File: config.mk
export PLATFORM = sky130hd
export DESIGN_NAME = avalon_mem_arbiter
export DESIGN_NICKNAME = d
export VERILOG_FILES = /design/src/rtl/avalon_mem_arbiter_pkg.sv /design/src/rtl/avalon_mem_arbiter_rr_arbiter_core.sv /design/src/rtl/avalon_mem_arbiter.sv
export SDC_FILE = /design/constraint.sdc
export NUM_CORES = 1
export LEC_CHECK = 0
export ABC_AREA = 1
export CAP_MARGIN = 10
export CORE_AREA = 2 2 120 122
export CTS_CLUSTER_SIZE = 8
export DETAILED_ROUTE_END_ITERATION = 8
export DIE_AREA = 0 0 122 124
export HOLD_SLACK_MARGIN = 0.02
export PLACE_DENSITY = 0.49
export SYNTH_ARGS = -nofsm -noshare
export SYNTH_HDL_FRONTEND = slang
export SYNTH_SLANG_ARGS = --single-unit
File: constraint.sdc
create_clock -name clk -period 2.8 [get_ports clk]
set_input_delay 0.56 -clock clk [delete_from_list [all_inputs] [get_ports clk]]
set_output_delay 0.56 -clock clk [all_outputs]
set_load 0.02 [all_outputs]
File: src/rtl/avalon_mem_arbiter_pkg.sv
// Shared Avalon-MM types and widths for the memory-side arbiter and its helpers.
package avalon_mem_arbiter_pkg;

  localparam int unsigned AVN_ADDR_W = 32;
  localparam int unsigned AVN_DATA_W = 32;

  typedef struct packed {
    logic                    read;
    logic                    write;
    logic [AVN_ADDR_W-1:0]   address;
    logic [AVN_DATA_W-1:0]   writedata;
    logic [AVN_DATA_W/8-1:0] byte_enable;
  } avalon_req_t;

  typedef struct packed {
    logic [AVN_DATA_W-1:0] readdata;
    logic                  waitrequest;
  } avalon_resp_t;

  typedef enum logic {
    IDLE,
    GRANT
  } arb_state_t;

endpackage

File: src/rtl/avalon_mem_arbiter_rr_arbiter_core.sv
// Combinational winner select: rotating search from last_grant+1 (round-robin)
// or from index 0 (fixed priority).
module rr_arbiter_core
  import avalon_mem_arbiter_pkg::*;
#(
  parameter int unsigned NUM_PORTS = 2,
  parameter int unsigned RR_ENABLE = 1
) (
  input  logic [NUM_PORTS-1:0]         i_req,
  input  logic [$clog2(NUM_PORTS)-1:0] i_last_grant,
  output logic [$clog2(NUM_PORTS)-1:0] o_winner,
  output logic                         o_valid
);

  localparam int unsigned IDX_W = $clog2(NUM_PORTS);

  logic [IDX_W-1:0] w_start;

  assign w_start = ((RR_ENABLE != 0) && (i_last_grant != IDX_W'(NUM_PORTS - 1)))
                   ? i_last_grant + 1'b1 : '0;

  // Scan farthest-first so the requester closest to w_start overwrites last.
  always_comb begin
    logic [IDX_W-1:0] v_idx;
    o_winner = '0;
    o_valid  = 1'b0;
    v_idx    = '0;
    for (int unsigned k = 0; k < NUM_PORTS; k++) begin
      v_idx = IDX_W'((32'(w_start) + NUM_PORTS - 1 - k) % NUM_PORTS);
      if (i_req[v_idx]) begin
        o_winner = v_idx;
        o_valid  = 1'b1;
      end
    end
  end

endmodule

File: src/rtl/avalon_mem_arbiter.sv
// Shares one memory-side Avalon-MM port among NUM_PORTS masters; one grant is
// held until its transfer completes, then a 1-cycle IDLE gap re-arbitrates.
module avalon_mem_arbiter
  import avalon_mem_arbiter_pkg::*;
#(
  parameter int unsigned NUM_PORTS = 2,
  parameter int unsigned RR_ENABLE = 1
) (
  input  logic                                clk,
  input  logic                                rst,
  input  avalon_req_t  [NUM_PORTS-1:0]        host_avn_req,
  output avalon_resp_t [NUM_PORTS-1:0]        host_avn_resp,
  output avalon_req_t                         mem_avn_req,
  input  avalon_resp_t                        mem_avn_resp,
  output logic         [$clog2(NUM_PORTS)-1:0] grant_id,
  output logic                                busy
);

  localparam int unsigned IDX_W = $clog2(NUM_PORTS);

  arb_state_t           r_state;
  arb_state_t           w_state_nxt;
  logic [IDX_W-1:0]     r_owner;
  logic [IDX_W-1:0]     r_last_grant;
  logic [IDX_W-1:0]     w_winner;
  logic [NUM_PORTS-1:0] w_req;
  logic                 w_any;
  logic                 w_own_req;
  logic                 w_done;

  always_comb begin
    w_req = '0;
    for (int unsigned i = 0; i < NUM_PORTS; i++) begin
      w_req[i] = host_avn_req[i].read | host_avn_req[i].write;
    end
  end

  rr_arbiter_core #(
    .NUM_PORTS (NUM_PORTS),
    .RR_ENABLE (RR_ENABLE)
  ) u_rr_arbiter_core (
    .i_req        (w_req),
    .i_last_grant (r_last_grant),
    .o_winner     (w_winner),
    .o_valid      (w_any)
  );

  assign w_own_req = w_req[r_owner];
  assign w_done    = w_own_req & ~mem_avn_resp.waitrequest;

  always_ff @(posedge clk) begin
    if (rst) begin
      r_state      <= IDLE;
      r_owner      <= '0;
      r_last_grant <= IDX_W'(NUM_PORTS - 1);
    end else begin
      r_state <= w_state_nxt;
      if (r_state == IDLE && w_any) begin
        r_owner <= w_winner;
      end
      if (r_state == GRANT && w_done) begin
        r_last_grant <= r_owner;
      end
    end
  end

  // An owner dropping its request mid-grant releases the bus without updating last_grant.
  always_comb begin
    w_state_nxt = r_state;
    mem_avn_req = '0;
    for (int unsigned i = 0; i < NUM_PORTS; i++) begin
      host_avn_resp[i].readdata    = '0;
      host_avn_resp[i].waitrequest = 1'b1;
    end
    case (r_state)
      IDLE: begin
        if (w_any) begin
          w_state_nxt = GRANT;
        end
      end
      GRANT: begin
        mem_avn_req            = host_avn_req[r_owner];
        host_avn_resp[r_owner] = mem_avn_resp;
        if (!w_own_req || w_done) begin
          w_state_nxt = IDLE;
        end
      end
      default: w_state_nxt = IDLE;
    endcase
  end

  assign grant_id = r_owner;
  assign busy     = (r_state == GRANT);

endmodule

==> flow_metrics.tcl <==
set metrics [dict create \
    dp_slack_ns 0.2602 \
    cap_violations 0 \
    whs_path_depth 2 \
    synth_top_area_frac 0.3626 \
    syn-num-nets 538 \
    avgSynthCellArea_um2 4.364 \
    routed_wirelength_um 11020 \
    grt_max_degree 47 \
    gp_congestion 0.8083 \
    finalWorstSetupSlack_ns 0.2804 \
    cp-end-kind "output port" \
    cts_sinks 3 \
    die_h_um 124 \
    finalSetupTns_ns 0 \
    p_leak_nw 2.054 \
    fmax_mhz 396.9 \
    clock_latency_ns 0.22 \
    cts_setup_buffers 0 \
    clkTransAtPathRegs_ns 0.03 \
    wire_per_inst_um 13.08 \
    synth-seq-cells 3 \
    numCtsBuffers 3 \
    hold_class "reg -> reg" \
    via_count 3379 \
    n_antenna_cell 0 \
    peakVddDrop_mv 0.1535 \
    finalCritPeriodShare 0.8999 \
    synth.largest_area_cell "nand2_1" \
    place_area_um2 4850 \
    ys_top_cells_by_area "nand2_1 (36%), a21oi_1 (23%), nor2_1 (16%), inv_1 (7.6%), buf_6 (5.0%)" \
    final_common_cell "clkdlybuf4s50_1" \
    critical_path_arrival_ns 1.96 \
    fillers 1489 \
    met3WireLength_um 1145 \
    antenna_found_initial 0 \
    synthCells 363 \
    fin_nets 838 \
    cts_tree "built" \
    stdcell_count 842 \
    rows 43 \
    clockBufferDepth 2 \
    relSlewSlack 0.7502 \
    start_util 0.1155 \
    cts_hold_buf 0 \
    grt_pass1_vias 3261 \
    cp_max_fo 32 \
    startpoint_type "flop" \
    synthToLayoutAreaGrowth_pct 211.1 \
    dp_hpwl_um 9228 \
    r2r_cells 7 \
    rsz0062_at_grt "no" \
    tightest_slew_ns 0.3747 \
    report.final.slew_viol_count 0 \
    core_region_area_um2 13720 \
    total_power_mw 1.161 \
    syn_area_um2 1584 \
    drc 0 \
    hold_viol_final 0 \
    final_cell_mix "clkdlybuf4s50_1 (312), nand2_1 (153), a21oi_1 (72)" \
    wl_met1_um 3979 \
    die_area_um2 15130 \
    path_class "reg -> out" \
    grt_pass1_wl_um 15550 \
    viasPerCell 4.013 \
    topRoutingLayerUsed "met4" \
    setup_viol 0 \
    synth_cell_type_count 14 \
    fin_skew_ns 0.0004678 \
    layout-drive-gt1-share 0.02719 \
    fin_crit_ns 2.520 \
    grt_overflow 0 \
    cts_resized 0 \
    initialDrtViolationCount 95 \
    dr.pass1.iters 4 \
    yosysWarnings 0 \
    dp_cells 838 \
    fin_area_um2 4928 \
    status "finished, final reports clean" \
    route.met2.wl_um 5668 \
    pin_count 313 \
    h-tree-depth 1 \
    yosysSeqAreaShare 0.03791 \
    numPortBuffers 312 \
    die_width_um 122 \
    cp.required_ns 2.24 \
    clockRootBuffer "clkbuf_16" \
    p_per_area_nw_per_um2 235.5 \
    track_usage 0.1277 \
    ant_nets 0 \
]
[worst paths after layout]
check	from	endpoint	slack [ns]
max	grant_id$_SDFFE_PP0P_	host_avn_resp[63]	0.28
min	r_last_grant$_SDFFE_PP1P_	r_last_grant$_SDFFE_PP1P_	0.46
max reg2reg	busy$_SDFF_PP0_	r_last_grant$_SDFFE_PP1P_	1.46
min reg2reg	r_last_grant$_SDFFE_PP1P_	r_last_grant$_SDFFE_PP1P_	0.46
[metal layers]
layer	vias to the layer above	global-route usage
met5	-	0
met4	0	0.03664
met3	17	0.03388
met2	190	0.2549
met1	1469	0.1289
li1	1703	-
[registers in the layout (all words and copies together) (netlist names)]
signal        flops
busy              1
grant_id          1
r_last_grant      1
[where the power goes]
| part | total [mW] | internal [mW] | switching, mW |
|---|---|---|---|
| clock network | 0.226 | 0.188 | 0.0385 |
| logic | 0.883 | 0.477 | 0.407 |
| registers | 0.0510 | 0.0467 | 0.00435 |
[cells in the mapped netlist]
library cell and instances:
nand3b_1 1, buf_6 7, buf_4 1, a21oi_1 72
inv_1 32, nor2_2 1, dfxtp_1 3, nor2_1 69
nand3_1 1, buf_2 14, o21ai_0 1, clkbuf_1 6
nand2_1 153, inv_2 2
[logic make-up after synthesis]
| kind of cell | count (synthesis) | synth area share |
|---|---|---|
| simple gates | 225 | 0.5379 |
| compound gates | 73 | 0.2306 |
| buf+inv | 62 | 0.1935 |
| flops | 3 | 0.03792 |
[metrics by stage]
step / hold slack, ns / utilization
after floorplan: 0.4194 / -
after global placement: 0.4622 / 0.3535
after detailed placement: 0.4520 / 0.3535
after CTS: 0.4601 / 0.3592
after global routing: 0.4988 / 0.3592
final: 0.4600 / 0.3592
[worst max-delay path: stages (launching register included)]
cell and delay (ns):
dfxtp_2 0.34, buf_4 0.28, nand2_1 0.08, buf_4 0.24
nor2_1 0.12, clkdlybuf4s50_1 0.65
[layout make-up]
type / count / area [um^2] / area share
Timing Repair Buffer: 323 / 3218 / 0.6530
Multi-Input combinational cell: 298 / 1217 / 0.2470
Tap cell: 180 / 225.2 / 0.04570
Inverter: 34 / 127.6 / 0.02589
Clock buffer: 4 / 78.83 / 0.01599
Sequential cell: 3 / 61.31 / 0.01244
(Power assumes the default switching activity.)
